--- src/rtl/fu_pkg.sv ---
// fu_pkg: precision mode encodings and lane reduction shared by the MAC controller and array result path.
package fu_pkg;

    localparam logic [1:0] MODE_8X8 = 2'b00;
    localparam logic [1:0] MODE_4X4 = 2'b01;
    localparam logic [1:0] MODE_2X2 = 2'b10;
    localparam logic [1:0] MODE_OFF = 2'b11;

    function automatic logic [15:0] lane_sum(input logic [15:0] p, input logic [1:0] mode);
        return mode == MODE_8X8 ? p :
               mode == MODE_4X4 ? 16'(p[15:8]) + 16'(p[7:0]) :
               mode == MODE_2X2 ? 16'(p[15:12]) + 16'(p[11:8]) + 16'(p[7:4]) + 16'(p[3:0]) :
               16'd0;
    endfunction

endpackage

--- src/rtl/gated_fu.sv ---
// gated_fu: precision-scalable multiplier; one 8x8, two 4x4 or four 2x2 lane products packed into 16 bits.
module gated_fu
    import fu_pkg::*;
(
    input  logic [7:0]  a_i,
    input  logic [7:0]  b_i,
    input  logic [1:0]  mode_i,
    output logic [15:0] p_o
);

    logic [15:0] p8, p4, p2;

    assign p8 = 16'(a_i) * 16'(b_i);
    assign p4 = {8'(a_i[7:4]) * 8'(b_i[7:4]), 8'(a_i[3:0]) * 8'(b_i[3:0])};
    assign p2 = {4'(a_i[7:6]) * 4'(b_i[7:6]), 4'(a_i[5:4]) * 4'(b_i[5:4]),
                 4'(a_i[3:2]) * 4'(b_i[3:2]), 4'(a_i[1:0]) * 4'(b_i[1:0])};

    assign p_o = mode_i == MODE_8X8 ? p8 :
                 mode_i == MODE_4X4 ? p4 :
                 mode_i == MODE_2X2 ? p2 : '0;

endmodule

--- src/rtl/fu_mac_ctrl.sv ---
// fu_mac_ctrl: three-stage dot-product sequencer around gated_fu with one buffered result per vector.
// Define FU_MAC_CTRL_SAT_EN to clamp the accumulator instead of wrapping.
module fu_mac_ctrl
    import fu_pkg::*;
#(
    parameter int ACC_W = 24,
    parameter int CNT_W = 8
) (
    input  logic             clk,
    input  logic             rst_n,
    input  logic             in_valid,
    output logic             in_ready,
    input  logic [7:0]       in_a,
    input  logic [7:0]       in_b,
    input  logic [1:0]       in_mode,
    input  logic             in_last,
    input  logic             flush,
    output logic             res_valid,
    input  logic             res_ready,
    output logic [ACC_W-1:0] res_data,
    output logic [1:0]       res_mode,
    output logic [CNT_W-1:0] res_beats,
    output logic             res_err
);

    logic             alive_q, first_q;
    logic [1:0]       mode_q;
    logic             s1_valid_q, s1_last_q;
    logic [7:0]       s1_a_q, s1_b_q;
    logic [1:0]       s1_mode_q;
    logic             s2_valid_q, s2_last_q;
    logic [15:0]      s2_p_q;
    logic [1:0]       s2_mode_q;
    logic [ACC_W-1:0] acc_q, acc_d, acc_nx, lane;
    logic [CNT_W-1:0] cnt_q, cnt_d;
    logic             err_q, err_d, err_nx, sat;
    logic             stall, accept, step, res_load;
    logic [15:0]      fu_p;

    assign stall    = s2_valid_q && s2_last_q && res_valid && !res_ready;
    assign in_ready = alive_q && !stall && !flush;
    assign accept   = in_valid && in_ready;
    assign step     = s2_valid_q && !stall && !flush;
    assign res_load = step && s2_last_q;

    // An empty S1 presents the gated mode so no multiplier lane toggles.
    gated_fu u_fu (
        .a_i   (s1_valid_q ? s1_a_q : 8'd0),
        .b_i   (s1_valid_q ? s1_b_q : 8'd0),
        .mode_i(s1_valid_q ? s1_mode_q : MODE_OFF),
        .p_o   (fu_p)
    );

    assign lane = ACC_W'(lane_sum(s2_p_q, s2_mode_q));

`ifdef FU_MAC_CTRL_SAT_EN
    logic [ACC_W:0] sum_w;
    assign sum_w  = {1'b0, acc_q} + {1'b0, lane};
    assign sat    = sum_w[ACC_W];
    assign acc_nx = sat ? '1 : sum_w[ACC_W-1:0];
`else
    assign sat    = 1'b0;
    assign acc_nx = acc_q + lane;
`endif

    assign err_nx = err_q || s2_mode_q == MODE_OFF || sat;

    always_comb begin
        acc_d = (flush || res_load) ? '0 : step ? acc_nx : acc_q;
        cnt_d = (flush || res_load) ? '0 : step ? cnt_q + CNT_W'(1) : cnt_q;
        err_d = (flush || res_load) ? 1'b0 : step ? err_nx : err_q;
    end

    always_ff @(posedge clk or negedge rst_n) begin
        if (!rst_n) begin
            alive_q    <= 1'b0;
            first_q    <= 1'b1;
            mode_q     <= MODE_8X8;
            s1_valid_q <= 1'b0;
            s1_last_q  <= 1'b0;
            s1_a_q     <= '0;
            s1_b_q     <= '0;
            s1_mode_q  <= MODE_8X8;
            s2_valid_q <= 1'b0;
            s2_last_q  <= 1'b0;
            s2_p_q     <= '0;
            s2_mode_q  <= MODE_8X8;
            acc_q      <= '0;
            cnt_q      <= '0;
            err_q      <= 1'b0;
            res_valid  <= 1'b0;
            res_data   <= '0;
            res_mode   <= MODE_8X8;
            res_beats  <= '0;
            res_err    <= 1'b0;
        end else begin
            alive_q <= 1'b1;
            if (flush)
                first_q <= 1'b1;
            else if (accept)
                first_q <= in_last;
            if (accept && first_q)
                mode_q <= in_mode;
            if (flush)
                s1_valid_q <= 1'b0;
            else if (!stall)
                s1_valid_q <= accept;
            if (accept) begin
                s1_a_q    <= in_a;
                s1_b_q    <= in_b;
                s1_mode_q <= first_q ? in_mode : mode_q;
                s1_last_q <= in_last;
            end
            if (flush)
                s2_valid_q <= 1'b0;
            else if (!stall) begin
                s2_valid_q <= s1_valid_q;
                s2_p_q     <= fu_p;
                s2_mode_q  <= s1_mode_q;
                s2_last_q  <= s1_last_q;
            end
            acc_q <= acc_d;
            cnt_q <= cnt_d;
            err_q <= err_d;
            if (res_load) begin
                res_valid <= 1'b1;
                res_data  <= acc_nx;
                res_mode  <= s2_mode_q;
                res_beats <= cnt_q + CNT_W'(1);
                res_err   <= err_nx;
            end else if (res_ready)
                res_valid <= 1'b0;
        end
    end

endmodule

--- config.mk ---
export PLATFORM = sky130hd
export DESIGN_NAME = fu_mac_ctrl
export DESIGN_NICKNAME = d
export VERILOG_FILES = /design/src/rtl/fu_pkg.sv /design/src/rtl/gated_fu.sv /design/src/rtl/fu_mac_ctrl.sv
export SDC_FILE = /design/constraint.sdc
export NUM_CORES = 1
export LEC_CHECK = 0
export ABC_AREA = 1
export CORE_MARGIN = 1
export CORE_UTILIZATION = 45
export DETAILED_ROUTE_END_ITERATION = 16
export GPL_TIMING_DRIVEN = 0
export MAX_ROUTING_LAYER = met4
export PLACE_DENSITY_LB_ADDON = 0.15
export SYNTH_ARGS = -nofsm -noshare
export SYNTH_HDL_FRONTEND = slang
export SYNTH_HIERARCHICAL = 1
export SYNTH_SLANG_ARGS = --single-unit
--- constraint.sdc ---
create_clock -name clk -period 13.8 [get_ports clk]
set_input_delay 4.14 -clock clk [delete_from_list [all_inputs] [get_ports clk]]
set_output_delay 4.14 -clock clk [all_outputs]
set_load 0.02 [all_outputs]
==> out/qor.yml, run 1 <==
worst_pin_slew_ns: 0.5592
ctsHoldBuffers: 0
row_count: 54
drive_above_1_share_pct: 5.101
vias: 8921
die-area_um2: 22800
cts_buffers: 17
syn_inst: 1436
worst-r2r-cell-count: 22
cp_max_fo: 4
cts_tree: "built"
powerDensity_nw_per_um2: 81.37
start_util_pct: 45.77
ir_drop_mv: 0.07656
area_growth_pct: 15.98
clock_sink_count: 113
maxCapViolations: 0
start_kind: "primary input"
hpwlAfterDp_um: 20850
postSynth.asyncResetShare_pct: 100.0
path_clk_slew_ns: 0.06
synth-simple-area-share_pct: 29.91
hold_path_class: "flop to flop"
grt_overflow: 0
port_buffers: 60
finalNetCount: 1679
gp_congestion: 0.9524
cts.repair.resized: 0
post-place-cells: 1777
via_per_inst: 4.931
pin_count: 61
grt_pass1_vias: 8552
drv_slew: 0
wl_per_cell_um: 14.15
die_x_um: 151.0
crit_type: "primary input to primary output"
grt_pass1_wl_um: 42610
synth.distinct_cells: 36
synth_top_family_by_area: "simple AND/OR/NAND/NOR gates"
postRouteAntennaNets: 0
period_needed_ns: 9.829
cts_root_buf: "clkbuf_16"
yosys.area_share.xor_xnor_pct: 1.403
routed_wl_um: 25590
htreeDepth: 4
crit_required_ns: 9.66
setup_viol: 0
ys_seq_area_share_pct: 28.32
relSlewSlack_pct: 62.72
n_antenna_cell: 0
post_layout_nonfiller_instances: 1809
crit_arrival_ns: 5.69
end_kind: "primary output"
yosys_most_used_dff: "dfrtp_1"
muxShareOfSynthArea_pct: 0
drt_iter0_drc: 519
syn_area_per_cell_um2: 6.956
yosysWarnings: 6
cts_setup_buffers: 0
clock_skew_ns: 0.01006
whs_path_depth: 2
dr.pass1.iters: 5
fillers: 2190
grt_max_degree: 64
hold_viol: 0
clk_latency_ns: 0.43
fmax_ghz: 0.1017
core_um2: 21820
track_usage_pct: 24.89
status: "finished, final reports clean"
finalCritPeriodShare_pct: 71.22
synth_area_um2: 9988
cts_buffer_depth: 2
syn_nets: 1599
drc: 0
antenna_found_initial: 0
p_leak_nw: 6.890
synth-edff-count: 0
synth_fa_ha_area_share_pct: 21.40
setup_tns_ns: 0
rsz0062_at_grt: "no"
ys_seq_elements: 113
die_h_um: 151.0
synth_compound_area_share_pct: 6.627
==> worst paths after layout <==
kind | start | slack [ns] | to
worst max-delay path | res_ready | 3.97 | in_ready
worst max register to register | s1_valid_q$_DFFE_PN0P_ | 8.44 | s2_p_q[10]$_DFFE_PN0P_
min in group asynchronous | rst_n | 3.66 | s2_p_q[2]$_DFFE_PN0P_
max in group asynchronous | rst_n | 9.41 | first_q$_DFFE_PN1P_
worst min-delay path | res_beats[4]$_DFFE_PN0P_ | 0.48 | res_beats[4]$_DFFE_PN0P_
worst min register to register | res_beats[4]$_DFFE_PN0P_ | 0.48 | res_beats[4]$_DFFE_PN0P_
==> critical path, stage by stage <==
cell             delay [ns]
clkdlybuf4s50_1        0.45
inv_1                  0.03
nand2_1                0.12
nor2_4                 0.06
inv_2                  0.08
nand2_1                0.06
nor2_2                 0.12
clkdlybuf4s50_1        0.62
==> final cells by class <==
type	count	area [µm²]	area share (%)
repair buffers	61	629.4	5.433
well taps	280	350.3	3.024
inverters	280	1051	9.072
clock inverters	12	160.2	1.382
multi-input cells	1003	5931	51.19
plain buffers	40	177.7	1.534
clock buffers	20	456.7	3.942
flip-flops and latches	113	2829	24.42
==> logic make-up after synthesis <==
family / after synthesis
simple gates: 725
buf+inv: 320
fa+ha+maj: 139
compound gates: 122
flops: 113
xor+xnor: 16
other cells: 1
==> synthesized netlist by cell type, types with 2 or more instances <==
cell type	instances	area [µm²]
nand3_1	97	485.5
inv_1	273	1025
o21ai_1	5	25.02
nand4_1	15	93.84
o31ai_1	2	15.01
nand2_1	525	1971
a21oi_1	35	175.2
nand3_2	3	30.03
nor2_4	3	33.78
inv_2	7	26.28
a22o_1	2	17.52
ha_1	86	1076
fa_1	53	1061
xnor2_1	8	70.07
o211ai_1	4	30.03
o22ai_1	4	25.02
buf_4	2	15.01
dfrtp_1	112	2803
buf_2	16	80.08
o21ai_0	60	300.3
clkbuf_1	22	82.58
nor2_2	3	18.77
xor2_1	8	70.07
nand2_2	5	31.28
a31oi_1	2	12.51
o21bai_1	3	22.52
nor2_1	57	214.0
nor3_1	4	20.02
or2_2	5	31.28
nand3b_1	6	45.04
a22oi_1	4	30.03
==> report_power, final <==
group | leakage (nW) | internal [mW] | switching (mW)
clock network | 0.288 | 0.294 | 0.164
registers | 1.52 | 0.353 | 0.0124
logic | 5.08 | 0.0458 | 0.0735
total | 6.89 | 0.692 | 0.250
==> flip-flops by register name, summed over array words and instances, names as in the netlist, 2 cells and up <==
register   flops
res_data      24
acc_q         24
s2_p_q        16
s1_a_q         8
s2_mode_q      2
s1_b_q         8
mode_q         2
s1_mode_q      2
res_mode       2
cnt_q          8
res_beats      8
==> cells in the final DEF, fill, tap and decap left out, types with 23 or more instances in the layout <==
master,netlist,layout
dfrtp_1,112,112
fa_1,53,53
clkbuf_1,22,23
clkdlybuf4s50_1,0,59
nand3_1,97,97
nor2_1,57,57
o21ai_0,60,60
ha_1,86,86
nand2_1,525,525
a21oi_1,35,35
inv_1,273,273
==> layer usage <==
metal  GRT usage, %  vias up  routed length [µm]
met3          3.042       34                 818
li1               -     4566                   -
met5              -        -                   0
met4          6.650        0                 433
met2          41.08      174               12170
met1          32.25     4147               12160
==> per-stage QoR <==
| step | instance area (µm²) | setup WS (ns) | hold WS, ns | util (%) | power, mW |
|---|---|---|---|---|---|
| 6_report | 11580 | 3.971 | 0.4784 | 53.08 | 0.9427 |
| 5_1_grt | 11580 | 3.895 | 0.4995 | 53.08 | 0.9799 |
| 4_1_cts | 11580 | 3.949 | 0.4818 | 53.08 | 0.9500 |
| 3_5_place_dp | 10970 | 3.957 | 0.4657 | 50.26 | 0.4916 |
| 3_3_place_gp | 10940 | 3.964 | 0.4629 | 50.13 | 0.4884 |
| 2_1_floorplan | 9988 | 5.003 | 0.4492 | - | 0.4356 |
Note: power is estimated with default switching activity, not from simulation.
==> inputs of run 2 (changes only) <==
clock period = 9.48 ns   (was 13.8 ns; I/O delays follow)
==> results of run 2 <==
Same layout as run 1 (identical final DEF). Status: finished, final reports clean.
Main changes from that run: setup slack after placement 3.957 ns -> 2.229 ns; setup slack after layout 3.971 ns -> 2.243 ns; register-to-register setup slack 8.44 ns -> 4.12 ns; total power 0.9427 mW -> 1.372 mW; worst IR drop on VDD 0.07656 mV -> 0.1115 mV
==> edit, RTL diff (settings of run 2) <==
Change the parameter `CNT_W` from 8 to 6.
--- a/src/rtl/fu_mac_ctrl.sv
+++ b/src/rtl/fu_mac_ctrl.sv
@@ -5,5 +5,5 @@
 #(
     parameter int ACC_W = 24,
-    parameter int CNT_W = 8
+    parameter int CNT_W = 6
 ) (
     input  logic             clk,
Ports: changed (resized res_beats); port bits go from 61 to 59. The function was not compared with the original's and may differ.
==> edit against run 2 <==
Critical path depth is the same; wire length shrank 6.1%; power shrank 22%; setup slack gained 31 ps; clock power shrank 38%; area after synthesis shrank 1.6%; design area shrank 4.2%; count of clock-buffer cells in the layout shrank 11; sequential cell count shrank 4; largest cell class unchanged.
==> edit: results (changes against run 2) <==
* Met1 Routed Length at 11.6 mm (-4.7%)
* Met2 Use GR at 37.7% (-3.4 points)
* Layout Nets at 1,632 (-2.8%)
* First-pass GRT wire length at 40.3 mm (-5.5%)
* H-Tree Depth at 3 (-1)
* Setup Skew at 14.6 ps (+4.50 ps)
* Arr. time, crit path at 4360 ps (-30 ps)
* Relative slew slack at 61.5% (-1.2 points)
* Placed Cells at 1,733 (-2.5%)
* Seq pwr at 0.508 mW (-4.5%)
* Synth top area cells: dfrtp_1 (27%), nand2_1 (20%), ha_1 (11%)
* Fin area at 0.0111 mm² (-4.2%)
* I/O Buffers at 57 (-5.0%)
* Met1 usage in global routing at 32.0% (-0.24 points)
* Initial antenna violation count at 1 (+1)
* Status: finished clean
* Register area share after synthesis at 27.8% (-0.56 points)
* Wire per inst at 13.7 µm (-2.9%)
* Area Overhead vs Synth at 12.9%
* Synth Instances at 1,400 (-2.5%)
* Largest net degree at the start of global routing at 62 (-3.1%)
* Met3 wire length at 812 µm (-0.73%)
* Synth cell count leaders: nand2_1 (512), inv_1 (267), dfrtp_1 (108), ha_1 (86), nand3_1 (75)
* Clock Latency Late Sink at 360 ps (-70 ps)
* Net Switching at 0.307 mW (-16%)
* GP Congestion at 0.932 (-2.2%)
* WL met2 at 11.2 mm (-8.4%)
* Peak VDD IR at 0.101 mV (-9.7%)
-- edit: cell types whose count changed in the layout (fill, tap and decap cells not counted), sizes merged, moves of 4 or more --
cell / before / now
a21oi: 35 / 39
nand3: 100 / 78
clkbuf: 42 / 31
nand2: 530 / 522
dfrtp: 112 / 108
nand4: 15 / 10
-- edit: cells by family (layout without fill, tap and decap cells) --
logic type | after synthesis | after routing | share of synthesized area [%]
XOR/XNOR | 19 | 19 | 1.69
other | 1 | 2 | 0.0382
AO/OA/AOI/OAI | 127 | 127 | 7.36
buffers and inverters | 316 | 390 | 12.7
adder cells (fa/ha/maj) | 139 | 139 | 21.7
AND/OR/NAND/NOR | 689 | 689 | 28.7
flip-flops | 109 | 109 | 27.8
-- edit: cell type report --
| cell class | instances | area share [%] |
|---|---|---|
| multi-input cells | 975 | 52.7 |
| flip-flops and latches | 109 | 24.6 |
| inverters | 278 | 9.41 |
| repair buffers | 58 | 5.40 |
| well taps | 275 | 3.10 |
| clock buffers | 9 | 2.03 |
| plain buffers | 38 | 1.80 |
| clock inverters | 7 | 0.913 |
| diodes | 1 | 0.0225 |
-- edit: final timing paths --
| path | slack (ps) | from | to |
|---|---|---|---|
| worst min register to register | 480 | s1_a_q[4] | s1_a_q[4] |
| min in group asynchronous | 2400 | rst_n | res_mode[1] |
| max in group asynchronous | 6370 | rst_n | first_q |
| worst min-delay path | 480 | s1_a_q[4] | s1_a_q[4] |
| worst max-delay path | 2270 | res_ready | in_ready |
| worst max register to register | 4200 | s1_valid_q | s2_p_q[14] |
-- edit: stage by stage --
stage	worst slack, ps	power [mW]
after detailed placement	2270	0.666
final	2270	1.07
after global routing	2220	1.12
after global placement	1190	0.661
after CTS	2260	1.08
after floorplan	3300	0.597
